### src/rtl/fp_status_monitor.sv
// Result-side checker for fp_mult_top: delays operands by LATENCY, checks status/result rules, counts and latches the first failure.
// Define FP_STATUS_MON_CAPTURE_EN to build the first-failure data capture (err_a/err_b/err_z/err_status).
module fp_status_monitor #(
  parameter int unsigned LATENCY = 2,
  parameter int unsigned CNT_W   = 16
) (
  input  logic             clk,
  input  logic             rst,
  input  logic             clr,
  input  logic             in_valid,
  input  logic [31:0]      a,
  input  logic [31:0]      b,
  input  logic [31:0]      z,
  input  logic [7:0]       status,
  output logic [CNT_W-1:0] checked_cnt,
  output logic [CNT_W-1:0] err_cnt,
  output logic             err,
  output logic [3:0]       err_code,
  output logic [31:0]      err_a,
  output logic [31:0]      err_b,
  output logic [31:0]      err_z,
  output logic [7:0]       err_status
);

  typedef enum logic [1:0] {S_IDLE, S_RUN, S_FAULT} state_e;

  state_e state_q, state_d;

  logic [LATENCY-1:0]       vld_q, vld_d;
  logic [LATENCY-1:0][31:0] da_q, da_d, db_q, db_d;
  logic [LATENCY:0]         vld_sh;
  logic [LATENCY:0][31:0]   da_sh, db_sh;

  logic [CNT_W-1:0] checked_q, checked_d, errc_q, errc_d;
  logic [3:0]       code_q, code_d;

  logic        slot_v;
  logic [31:0] slot_a, slot_b;
  logic [7:0]  ea, eb, ez;
  logic [22:0] mz;
  logic        f_zero, f_inf, f_inv, f_tiny, f_huge, f_inex;
  logic [12:0] viol;
  logic [3:0]  code_c;
  logic        found;
  logic        fail;
  logic        capture;

  // Shift by concatenating the new entry below the old stages and dropping the oldest.
  always_comb begin
    vld_sh = {vld_q, in_valid};
    da_sh  = {da_q, a};
    db_sh  = {db_q, b};
    vld_d  = clr ? '0 : vld_sh[LATENCY-1:0];
    da_d   = da_sh[LATENCY-1:0];
    db_d   = db_sh[LATENCY-1:0];
  end

  always_ff @(posedge clk or negedge rst) begin
    if (!rst) begin
      vld_q <= '0;
      da_q  <= '0;
      db_q  <= '0;
    end else begin
      vld_q <= vld_d;
      da_q  <= da_d;
      db_q  <= db_d;
    end
  end

  assign slot_v = vld_q[LATENCY-1];
  assign slot_a = da_q[LATENCY-1];
  assign slot_b = db_q[LATENCY-1];

  always_comb begin
    ea     = slot_a[30:23];
    eb     = slot_b[30:23];
    ez     = z[30:23];
    mz     = z[22:0];
    f_zero = status[0];
    f_inf  = status[1];
    f_inv  = status[2];
    f_tiny = status[3];
    f_huge = status[4];
    f_inex = status[5];

    viol     = '0;
    viol[0]  = f_zero & f_inf;
    viol[1]  = f_zero & f_inv;
    viol[2]  = f_zero & f_huge;
    viol[3]  = f_tiny & f_inv;
    viol[4]  = f_huge & f_inv;
    viol[5]  = f_inex & f_inv;
    viol[6]  = f_inf & f_tiny;
    viol[7]  = f_tiny & f_huge;
    viol[8]  = f_zero & (ez != 8'h00);
    viol[9]  = f_inf & (ez != 8'hFF);
    viol[10] = f_inv & !((ea == 8'h00 && eb == 8'hFF) || (ea == 8'hFF && eb == 8'h00));
    viol[11] = f_huge & !(ez == 8'hFF || (ez == 8'hFE && mz == '1));
    viol[12] = f_tiny & !(ez == 8'h00 || (ez == 8'h01 && mz == '0));

    code_c = '0;
    found  = 1'b0;
    for (int unsigned i = 0; i < 13; i++) begin
      if (viol[i] && !found) begin
        code_c = 4'(i);
        found  = 1'b1;
      end
    end
    fail = slot_v & found;
  end

  always_ff @(posedge clk or negedge rst) begin
    if (!rst) state_q <= S_IDLE;
    else      state_q <= state_d;
  end

  always_comb begin
    state_d = state_q;
    case (state_q)
      S_IDLE:  if (slot_v) state_d = fail ? S_FAULT : S_RUN;
      S_RUN:   if (fail) state_d = S_FAULT;
      S_FAULT: state_d = S_FAULT;
      default: state_d = S_IDLE;
    endcase
    if (clr) state_d = S_IDLE;
  end

  // A failing slot seen in IDLE is captured too, since it is checked in that same cycle.
  always_comb begin
    capture = 1'b0;
    err     = 1'b0;
    case (state_q)
      S_IDLE, S_RUN: capture = fail & !clr;
      S_FAULT:       err     = 1'b1;
      default:       ;
    endcase
  end

  always_comb begin
    checked_d = checked_q;
    errc_d    = errc_q;
    code_d    = code_q;
    if (clr) begin
      checked_d = '0;
      errc_d    = '0;
      code_d    = '0;
    end else begin
      if (slot_v && checked_q != '1) checked_d = checked_q + CNT_W'(1);
      if (fail && errc_q != '1)      errc_d    = errc_q + CNT_W'(1);
      if (capture)                   code_d    = code_c;
    end
  end

  always_ff @(posedge clk or negedge rst) begin
    if (!rst) begin
      checked_q <= '0;
      errc_q    <= '0;
      code_q    <= '0;
    end else begin
      checked_q <= checked_d;
      errc_q    <= errc_d;
      code_q    <= code_d;
    end
  end

  assign checked_cnt = checked_q;
  assign err_cnt     = errc_q;
  assign err_code    = code_q;

`ifdef FP_STATUS_MON_CAPTURE_EN
  logic [31:0] cap_a_q, cap_b_q, cap_z_q;
  logic [7:0]  cap_s_q;
  logic [1:0]  unused_status;

  always_ff @(posedge clk or negedge rst) begin
    if (!rst) begin
      cap_a_q <= '0;
      cap_b_q <= '0;
      cap_z_q <= '0;
      cap_s_q <= '0;
    end else if (clr) begin
      cap_a_q <= '0;
      cap_b_q <= '0;
      cap_z_q <= '0;
      cap_s_q <= '0;
    end else if (capture) begin
      cap_a_q <= slot_a;
      cap_b_q <= slot_b;
      cap_z_q <= z;
      cap_s_q <= status;
    end
  end

  assign err_a         = cap_a_q;
  assign err_b         = cap_b_q;
  assign err_z         = cap_z_q;
  assign err_status    = cap_s_q;
  assign unused_status = status[7:6];
`else
  logic unused_bits;

  assign err_a       = '0;
  assign err_b       = '0;
  assign err_z       = '0;
  assign err_status  = '0;
  assign unused_bits = ^{status[7:6], slot_a[31], slot_a[22:0], slot_b[31], slot_b[22:0]};
`endif

endmodule
### config.mk
export PLATFORM = sky130hd
export DESIGN_NAME = fp_status_monitor
export DESIGN_NICKNAME = d
export VERILOG_FILES = /design/src/rtl/fp_status_monitor.sv
export SDC_FILE = /design/constraint.sdc
export NUM_CORES = 1
export LEC_CHECK = 0
export ABC_AREA = 1
export BUFFER_PORTS_ARGS = -buffer_cell sky130_fd_sc_hd__clkbuf_2
export CORE_UTILIZATION = 40
export CTS_CLUSTER_SIZE = 28
export DETAILED_ROUTE_END_ITERATION = 8
export MAX_ROUTING_LAYER = met4
export PLACE_DENSITY = 0.71
export SYNTH_ARGS = -nofsm -noshare
export SYNTH_HDL_FRONTEND = slang
export SYNTH_SLANG_ARGS = --single-unit
export TNS_END_PERCENT = 50
### constraint.sdc
create_clock -name clk -period 2.9 [get_ports clk]
set_input_delay 0.435 -clock clk [delete_from_list [all_inputs] [get_ports clk]]
set_output_delay 0.435 -clock clk [all_outputs]
set_load 0.02 [all_outputs]
==> results of run 1 <==
## cell usage in the layout, fill, tap and decap left out, drive strengths merged
cell type,synthesis,routed
conb,1,104
clkbuf,3,102
nand2,93,93
nor2,76,76
dfrtp,72,72
nand3,50,50
inv,35,35
nand4,18,18
o21ai,15,15
xor2,15,15
a21oi,13,13
nor3,12,12
ha,6,6
buf,108,5
nor4,4,4
o211ai,4,4
clkinv,1,3
o21a,2,2
nand3b,2,2
and3,2,2
bufinv,0,2
o21bai,1,1
nor3b,1,1
a31o,1,1
a211oi,1,1
a21boi,1,1
clkinvlp,0,1
## kinds of logic (layout without fill, tap and decap cells)
kind of cell,count (synthesis),count (layout),synth area share
AND/OR/NAND/NOR,258,258,0.2749
adder cells (fa/ha/maj),6,6,0.01705
buffers and inverters,147,148,0.2189
other,1,104,0.0008519
XOR/XNOR,15,15,0.02985
AO/OA/AOI/OAI,38,38,0.04918
flip-flops,72,72,0.4093
## stage by stage
step / hold slack (ps) / std cells / total power, µW / utilization
global route: 169.9 / 777 / 2415 / 0.4612
finish: 138.0 / 777 / 2305 / 0.4612
floorplan: 139.4 / 640 / 1458 / -
detailed placement: 335.5 / 762 / 1464 / 0.4404
global placement: 334.8 / 762 / 1449 / 0.4404
CTS: 141.7 / 777 / 2328 / 0.4612
## worst max path at each step
stage | startpoint | to | cells after the start
global route | checked_cnt[0]$_DFFE_PN0P_ | checked_cnt[15]$_DFFE_PN0P_ | 12
finish | checked_cnt[0]$_DFFE_PN0P_ | checked_cnt[15]$_DFFE_PN0P_ | 12
CTS | checked_cnt[0]$_DFFE_PN0P_ | checked_cnt[15]$_DFFE_PN0P_ | 12
global placement | checked_cnt[0]$_DFFE_PN0P_ | checked_cnt[15]$_DFFE_PN0P_ | 12
floorplan | checked_cnt[0]$_DFFE_PN0P_ | checked_cnt[15]$_DFFE_PN0P_ | 12
detailed placement | status[0] | err_cnt[10]$_DFFE_PN0P_ | 15
## metal layers
layer | wire, µm | up-vias | part of all wire | track usage
li1 | - | 1734 | - | -
met1 | 3544 | 1623 | 0.43 | 0.1796
met2 | 4077 | 144 | 0.50 | 0.2581
met3 | 478 | 7 | 0.058 | 0.03769
met4 | 95 | 0 | 0.012 | 0.06262
met5 | 0 | - | 0 | -
## flip-flops by register name (all words and copies together), names as in the netlist
name / flops
checked_cnt: 16
err_cnt: 16
err_code: 4
db_d: 8
slot_b: 8
state_q: 2
slot_a: 8
vld_q: 2
da_d: 8
## critical path, delay by kind of cell, from the launching register on
| family | cells | cell delay [ps] |
|---|---|---|
| buf+inv | 1 | 100 |
| simple gates | 8 | 1170 |
| flops | 1 | 430 |
| fa+ha+maj | 1 | 230 |
| compound gates | 2 | 210 |
## power by group
group | leakage, µW | switching [µW] | internal, µW
clock network | 0.000108 | 358 | 502
logic | 0.00150 | 283 | 95.2
registers | 0.000927 | 24.1 | 1040
## final cells by class
type                       count  area (µm²)  area share
clock buffer                  10       137.6     0.02839
clock inverter                 5       81.33     0.01678
inverter                      36       137.6     0.02839
multi-input combinational    421        2023      0.4174
sequential                    72        1802      0.3717
tap                          136       170.2     0.03511
timing repair buffer          97       495.5      0.1022
==> flow_metrics.env, run 1 <==
export IMPL_hold_viol_final=0
export IMPL_worst_r2r_endpoint="checked_cnt[15]$_DFFE_PN0P_"
export IMPL_post_synth_cell_area_avg_um2=8.197
export IMPL_wire_per_inst_um=10.55
export IMPL_synthesis_yosys_warnings=0
export IMPL_place_congestion=0.8661
export IMPL_core_area_um2=10510
export IMPL_critical_path_endpoint_type="flop"
export IMPL_post_synth_edffs=0
export IMPL_rsz_0062_raised_after_global_routing="no"
export IMPL_r2r_worst_path_cells=12
export IMPL_final_cycle_utilization_of_the_critical_path=0.7776
export IMPL_combined_area_of_all_synthesized_cells_um2=4402
export IMPL_ant_nets=0
export IMPL_final_max_slew_viols=0
export IMPL_power_density_of_the_placed_cells_nw_per_um2=475.5
export IMPL_setup_slack_of_the_most_critical_reg_to_reg_path_ps=650
export IMPL_timing_setup_tns_ps=0
export IMPL_count_of_unique_library_cells_instantiated_by_yosys=37
export IMPL_largest_stage_delay_on_the_critical_path_ps=430
export IMPL_largest_net_degree_at_the_start_of_global_routing=31
export IMPL_cellLeakagePower_uw=0.002535
export IMPL_status="completed"
export IMPL_worstReg2RegStart="checked_cnt[0]$_DFFE_PN0P_"
export IMPL_netlist_area_leader_share=0.4093
export IMPL_drive_above_1_share=0.2044
export IMPL_hold_buffers=0
export IMPL_path_class="flop to flop"
export IMPL_cts_buffers=9
export IMPL_rows=37
export IMPL_worst_skew_pair_late_latency_ps=340
export IMPL_clockRootBuffer="sky130_fd_sc_hd__clkbuf_8"
export IMPL_crit_arrival_ps=2490
export IMPL_critical_path_cell_chain="ha_1, nand3_1, nor2_1, nand3_1, nand2_1, nor3_1, inv_1, nor2_1, nand3_1, nand2_1, o21ai_0, o21a_1"
export IMPL_detailroute_via_count=3508
export IMPL_synth_seq_cells=72
export IMPL_worst_setup_hold_path_clk_slew_ps=70
export IMPL_dominantRegCellSynth="sky130_fd_sc_hd__dfrtp_1"
export IMPL_hold_path_class="primary input to asynchronous set/reset pin"
export IMPL_antenna_found_initial=0
export IMPL_final_area_um2=4847
export IMPL_vdd_drop_max_mv=0.4241
export IMPL_cell_with_the_most_instances_after_synthesis="sky130_fd_sc_hd__buf_4"
export IMPL_floorplan_die_area_um2=11430
export IMPL_dieHeight_um=106.9
export IMPL_tightestPinTransition_ps=705.4
export IMPL_drt_pass_1_iters=5
export IMPL_grt_first_pass_wirelength_mm=13.77
export IMPL_clock_tree_from_tritoncts="done"
export IMPL_dr_first_iter_drc_count=157
export IMPL_antenna_cells=0
export IMPL_cp_required_ps=3140
export IMPL_nFillCells=1004
export IMPL_synth_seq_area_share=0.4093
export IMPL_timing_critical_path_from_type="flop"
export IMPL_post_route_worst_setup_slack_ps=645.1
export IMPL_clock_skew_final_ps=7.249
export IMPL_synth_area_leader_cell="sky130_fd_sc_hd__dfrtp_1"
export IMPL_globalRouteOverflowTotal=0
export IMPL_clock_sink_count=72
export IMPL_cts_htree_levels=3
export IMPL_synthArstFlopShare=1.000
export IMPL_timing_final_setup_violations=0
export IMPL_first_global_vias=3101
export IMPL_timing_fmax_ghz=0.4435
export IMPL_dp_hpwl_mm=6.495
export IMPL_synth_cells=537
export IMPL_finalNetCount=751
export IMPL_initial_utilization=0.4189
export IMPL_crit_top_cell="sky130_fd_sc_hd__nand3_1"
export IMPL_io_buffer_count=93
export IMPL_timing_critical_path_slowest_stage_cell="sky130_fd_sc_hd__dfrtp_1"
export IMPL_place_area_um2=4628
export IMPL_cts_resized=0
export IMPL_maxCapViolCount=0
export IMPL_max_slew_margin=0.5298
export IMPL_ioPinCount=249
export IMPL_detail_route_drc_violations=0
export IMPL_postRouteWirelength_mm=8.195
export IMPL_fin_crit_ps=2255
export IMPL_grtUsageTotal=0.1549
export IMPL_crit_path_max_fanout=9
export IMPL_die_width_um=106.9
export IMPL_cts_buffer_depth=2
export IMPL_most_numerous_cell_types_in_the_synthesized_netlist="sky130_fd_sc_hd__buf_4 (104), sky130_fd_sc_hd__nand2_1 (87), sky130_fd_sc_hd__nor2_1 (73)"
export IMPL_layout_area_overhead_vs_synth_pct=10.12
export IMPL_via_per_inst=4.515
export IMPL_post_place_ws_ps=685.2
export IMPL_cts_repair_timing_setup_buffer_count=0
export IMPL_top_area_cells_in_the_synthesized_netlist="sky130_fd_sc_hd__dfrtp_1 (41%), sky130_fd_sc_hd__buf_4 (18%), sky130_fd_sc_hd__nand2_1 (7.4%)"
No activity file was read; power rests on OpenSTA's default activity.
==> run 2, diff against run 1 <==
Settings changed: PLACE_DENSITY 0.71 to 0.74.
Clock period 2.9 ns to 1.9 ns, I/O delays scaled along.
==> run 2 against run 1 <==
Against the previous run:
- critical path depth is 2 lower
- cell area is 3.5% higher
- cell count is 2.1% higher
- combinational power is 67% higher
- utilization is 1.6 points higher
- total power is 42% higher
- worst hold slack worse by 95 ps
- flip-flop and latch count stayed put
- clock-buffer cell count is 1 higher
==> flow_metrics.env, run 2 (synthesis results as in run 1) <==
export IMPL_drive_above_1_share=0.2374
export IMPL_cellLeakagePower_uw=0.002616
export IMPL_largest_stage_delay_on_the_critical_path_ps=430
export IMPL_postRouteWirelength_mm=8.546
export IMPL_grtUsageTotal=0.1623
export IMPL_cts_htree_levels=3
export IMPL_crit_path_max_fanout=4
export IMPL_worst_skew_pair_late_latency_ps=340
export IMPL_crit_arrival_ps=2050
export IMPL_grt_first_pass_wirelength_mm=14.49
export IMPL_core_area_um2=10510
export IMPL_ant_nets=0
export IMPL_share_seq_of_total_power=0.498
export IMPL_post_route_worst_setup_slack_ps=115.8
export IMPL_mostFrequentLayoutCells="sky130_fd_sc_hd__conb_1 (104), sky130_fd_sc_hd__clkbuf_2 (92), sky130_fd_sc_hd__nand2_1 (86)"
export IMPL_rows=37
export IMPL_globalRouteOverflowTotal=0
export IMPL_drt_pass_1_iters=6
export IMPL_nFillCells=985
export IMPL_clock_tree_from_tritoncts="done"
export IMPL_netSwitchingFraction=0.3147
export IMPL_vdd_drop_max_mv=0.7701
export IMPL_cp_required_ps=2170
export IMPL_maxCapViolCount=0
export IMPL_place_congestion=0.8946
export IMPL_layout_cells_most_common="sky130_fd_sc_hd__conb_1"
export IMPL_ioPinCount=249
export IMPL_grtUsageMet2=0.2760
export IMPL_first_global_vias=3290
export IMPL_layout_area_overhead_vs_synth_pct=13.93
export IMPL_top_usage_layer="met2"
export IMPL_rsz_0062_raised_after_global_routing="yes"
export IMPL_gr_usage_met3=0.03830
export IMPL_critical_path_endpoint_type="flop"
export IMPL_timing_final_setup_violations=0
export IMPL_fin_crit_ps=1784
export IMPL_share_of_total_power_in_combinational_logic=0.193
export IMPL_place_area_um2=4815
export IMPL_internal_power_uw=2238
export IMPL_timing_critical_path_slowest_stage_cell="sky130_fd_sc_hd__dfrtp_2"
export IMPL_floorplan_die_area_um2=11430
export IMPL_largest_net_degree_at_the_start_of_global_routing=31
export IMPL_cts_buffer_depth=2
export IMPL_path_class="flop to flop"
export IMPL_io_buffer_count=93
export IMPL_die_width_um=106.9
export IMPL_dr_first_iter_drc_count=258
export IMPL_dieHeight_um=106.9
export IMPL_cts_buffers=9
export IMPL_detail_route_drc_violations=0
export IMPL_clock_skew_final_ps=10.47
export IMPL_clock_sink_count=72
export IMPL_initial_utilization=0.4189
export IMPL_detailroute_via_count=3615
export IMPL_clockRootBuffer="sky130_fd_sc_hd__clkbuf_8"
export IMPL_final_area_um2=5015
export IMPL_post_place_ws_ps=-30.15
export IMPL_via_per_inst=4.559
export IMPL_hold_viol_final=0
export IMPL_antenna_cells=0
export IMPL_wire_per_inst_um=10.78
export IMPL_hold_path_class="primary input to flop"
export IMPL_total_switching_power_uw=1027
export IMPL_power_density_of_the_placed_cells_nw_per_um2=651.1
export IMPL_timing_fmax_ghz=0.5605
export IMPL_status="completed"
export IMPL_critical_path_cell_chain="ha_1, nand3_2, nor2_1, nand3_1, nand2_2, nor3_2, nand3_1, nor2_1, o21ai_0, a21oi_1"
export IMPL_dp_hpwl_mm=6.783
export IMPL_antenna_found_initial=0
export IMPL_final_max_slew_viols=0
export IMPL_worst_setup_hold_path_clk_slew_ps=80
export IMPL_power_share_clock=0.309
export IMPL_finalNetCount=766
export IMPL_timing_critical_path_from_type="flop"
export IMPL_groute_layer_met1_usage=0.1865
export IMPL_final_cycle_utilization_of_the_critical_path=0.9391
[run 2: changes by cell type in the layout (fill, tap and decap cells not counted), sizes merged]
| cell | delta |
|---|---|
| buf | +14 |
| bufinv | -2 |
| clkbuf | +1 |
| clkinv | +1 |
| clkinvlp | +1 |
| dlygate4sd3 | +1 |
[run 2: cell type report]
cell class / count / area, µm² / share of cell area
Multi-Input combinational cell: 421 / 2064 / 0.4117
Sequential cell: 72 / 1804 / 0.3598
Timing Repair Buffer: 112 / 673.1 / 0.1342
Tap cell: 136 / 170.2 / 0.03393
Inverter: 36 / 137.6 / 0.02745
Clock buffer: 11 / 131.4 / 0.02620
Clock inverter: 5 / 33.78 / 0.006737
[run 2: routing by layer]
layer | part of all wire | vias up
li1 | - | 1768
met1 | 0.42 | 1675
met4 | 0.015 | 0
met5 | 0 | -
met2 | 0.50 | 159
met3 | 0.065 | 13
[run 2: worst paths after layout]
check / from / to / slack, ps / cells past startpoint
max: checked_cnt[1]$_DFFE_PN0P_ / checked_cnt[14]$_DFFE_PN0P_ / 120 / 10
min in group asynchronous: rst / err_cnt[8]$_DFFE_PN0P_ / 440 / 2
min: b[25] / db_d[57]$_DFF_PN0_ / 40 / 1
min reg2reg: da_d[57]$_DFF_PN0_ / slot_a[25]$_DFF_PN0_ / 350 / 0
max reg2reg: checked_cnt[1]$_DFFE_PN0P_ / checked_cnt[14]$_DFFE_PN0P_ / 120 / 10
max in group asynchronous: rst / slot_a[27]$_DFF_PN0_ / 930 / 3
[run 2: power groups by stage]
| stage | Sequential [µW] | Clock, µW | Combinational, µW |
|---|---|---|---|
| 2_1_floorplan | 1660 | 0 | 566 |
| 3_3_place_gp | 1650 | 0 | 593 |
| 3_5_place_dp | 1660 | 0 | 625 |
| 4_1_cts | 1630 | 1050 | 629 |
| 5_1_grt | 1630 | 1100 | 704 |
| 6_report | 1620 | 1010 | 630 |
[run 2: what timing repair did]
| action | in CTS | in global routing |
|---|---|---|
| hold buffers | 1 | 0 |
| endpoints found under the hold margin | 17 | 0 |
| resized for setup | 1 | 7 |
| setup buffers | 0 | 0 |
| pin swaps | 0 | 1 |
| setup endpoints to repair | 1 | 11 |
[run 2: worst max-delay path: cells and delay by family (launching register included)]
family	cells	cell delay (ps)
AO/OA/AOI/OAI	2	190
adder cells (fa/ha/maj)	1	210
flip-flops	1	430
AND/OR/NAND/NOR	7	880
[run 2: through the flow]
step / hold WS, ps / std cells / util / power (µW) / setup TNS (ps)
after floorplan: -10.59 / 640 / - / 2227 / 0
after global placement: 272.5 / 776 / 0.4582 / 2245 / 0
after detailed placement: 285.7 / 776 / 0.4582 / 2281 / -184.1
after CTS: 26.19 / 793 / 0.4753 / 3300 / 0
after global routing: 30.49 / 793 / 0.4772 / 3441 / -43.75
final: 42.96 / 793 / 0.4772 / 3265 / 0
==> run 3, diff against run 2 <==
Settings changed: RECOVER_POWER set to 25.
==> run 3 against run 2 <==
Against the previous run:
- die area stayed put
- total power hardly changed
- worst hold slack hardly changed
- critical path depth stayed put
- utilization is 0.060 points lower
- sequential power hardly changed
- first-iteration DRC count is 0.78% higher
- sequential share of layout area hardly changed
- register-to-register slack hardly changed
- cell area is 0.12% lower
- combinational power hardly changed
- critical endpoint unchanged
- largest cell class unchanged
==> flow_metrics.env, run 3 (synthesis results as in run 1) <==
export IMPL_cts_buffers=9
export IMPL_cellLeakagePower_uw=0.002607
export IMPL_ioPinCount=249
export IMPL_critical_path_cell_chain="ha_1, nand3_2, nor2_1, nand3_1, nand2_2, nor3_2, nand3_1, nor2_1, o21ai_0, a21oi_1"
export IMPL_largest_net_degree_at_the_start_of_global_routing=31
export IMPL_drive_above_1_share=0.2329
export IMPL_floorplan_die_area_um2=11430
export IMPL_place_congestion=0.8946
export IMPL_clock_sink_count=72
export IMPL_first_global_vias=3290
export IMPL_final_max_slew_viols=0
export IMPL_timing_fmax_ghz=0.5604
export IMPL_maxCapViolCount=0
export IMPL_antenna_cells=0
export IMPL_rsz_0062_raised_after_global_routing="yes"
export IMPL_cts_htree_levels=3
export IMPL_layout_cells_most_common="sky130_fd_sc_hd__conb_1"
export IMPL_layout_area_overhead_vs_synth_pct=13.79
export IMPL_worst_setup_hold_path_clk_slew_ps=80
export IMPL_timing_critical_path_from_type="flop"
export IMPL_finalNetCount=766
export IMPL_globalRouteOverflowTotal=0
export IMPL_dp_hpwl_mm=6.783
export IMPL_detailroute_via_count=3631
export IMPL_clockRootBuffer="sky130_fd_sc_hd__clkbuf_8"
export IMPL_fin_crit_ps=1784
export IMPL_detail_route_drc_violations=0
export IMPL_final_core_utilization=0.4766
export IMPL_tightestPinTransition_ps=1201
export IMPL_path_class="flop to flop"
export IMPL_dieHeight_um=106.9
export IMPL_wire_per_inst_um=10.81
export IMPL_via_per_inst=4.579
export IMPL_dr_first_iter_drc_count=260
export IMPL_critical_path_endpoint_type="flop"
export IMPL_fin_total_pwr_uw=3266
export IMPL_cts_repair_timing_setup_buffer_count=0
export IMPL_die_width_um=106.9
export IMPL_initial_utilization=0.4189
export IMPL_postRouteWirelength_mm=8.574
export IMPL_drt_pass_1_iters=6
export IMPL_hold_path_class="primary input to flop"
export IMPL_timing_final_setup_violations=0
export IMPL_max_slew_margin=0.1991
export IMPL_cts_buffer_depth=2
export IMPL_worst_skew_pair_late_latency_ps=340
export IMPL_largest_stage_delay_on_the_critical_path_ps=430
export IMPL_crit_path_max_fanout=4
export IMPL_rows=37
export IMPL_hold_viol_final=0
export IMPL_timing_critical_path_slowest_stage_cell="sky130_fd_sc_hd__dfrtp_2"
export IMPL_power_density_of_the_placed_cells_nw_per_um2=652.2
export IMPL_final_cycle_utilization_of_the_critical_path=0.9391
export IMPL_io_buffer_count=93
export IMPL_clock_tree_from_tritoncts="done"
export IMPL_status="completed"
export IMPL_clock_skew_final_ps=10.33
export IMPL_grt_first_pass_wirelength_mm=14.49
export IMPL_crit_arrival_ps=2050
export IMPL_core_area_um2=10510
export IMPL_grtUsageTotal=0.1623
export IMPL_vdd_drop_max_mv=0.7705
export IMPL_mostFrequentLayoutCells="sky130_fd_sc_hd__conb_1 (104), sky130_fd_sc_hd__clkbuf_2 (91), sky130_fd_sc_hd__nand2_1 (86)"
export IMPL_antenna_found_initial=0
export IMPL_ant_nets=0
export IMPL_cp_required_ps=2170
## run 3: area by class of cell
class | count | area [µm²]
inverter | 36 | 137.6
sequential | 72 | 1804
multi-input combinational | 421 | 2064
fill | 987 | 5500
clock inverter | 5 | 33.78
clock buffer | 11 | 131.4
tap | 136 | 170.2
timing repair buffer | 112 | 666.9
## run 3: timing repair
item / 4_1_cts / 5_1_grt
resized for setup: 1 / 7
hold buffers: 1 / 0
setup endpoints to repair: 1 / 11
pin swaps: 0 / 1
hold endpoints to repair: 17 / 0
## run 3: layer usage
layer  up-vias  track usage  part of all wire
li1       1766            -                 -
met1      1692       0.1865              0.42
met2       160       0.2760              0.50
met3        13      0.03830             0.063
met4         0      0.05969             0.015
met5         -            -                 0
## run 3: final timing paths
path,start,endpoint,cells after the start,slack [ps]
worst max register to register,checked_cnt[1]$_DFFE_PN0P_,checked_cnt[14]$_DFFE_PN0P_,10,120
worst min-delay path,b[25],db_d[57]$_DFF_PN0_,1,40
worst max-delay path,checked_cnt[1]$_DFFE_PN0P_,checked_cnt[14]$_DFFE_PN0P_,10,120
worst min register to register,da_d[57]$_DFF_PN0_,slot_a[25]$_DFF_PN0_,0,350
min in group asynchronous,rst,err_cnt[8]$_DFFE_PN0P_,2,710
max in group asynchronous,rst,slot_a[27]$_DFF_PN0_,3,440
## run 3: power breakdown
part           total, µW  internal [µW]  leakage, µW  switching (µW)
logic                629            173      0.00160             456
registers           1620           1590     0.000924            33.1
clock network       1010            471    0.0000793             541
## run 3: critical path, delay by kind of cell, from the launching register on
family                     cells  cell delay, ps
adders and majority gates      1             210
and+or+nand+nor                7             880
DFF                            1             430
AOI/OAI and AO/OA              2             190
## run 3: per-stage QoR
stage | hold WS, ps | TNS (ps) | worst slack, ps | cell area, µm² | std cells
CTS | 26.19 | 0 | 4.623 | 4995 | 793
floorplan | -10.59 | 0 | 26.88 | 4807 | 640
detailed placement | 285.7 | -184.1 | -30.15 | 4815 | 776
finish | 42.86 | 0 | 115.7 | 5009 | 793
global route | 30.49 | -72.59 | -43.75 | 5009 | 793
global placement | 272.5 | 0 | 45.18 | 4815 | 776
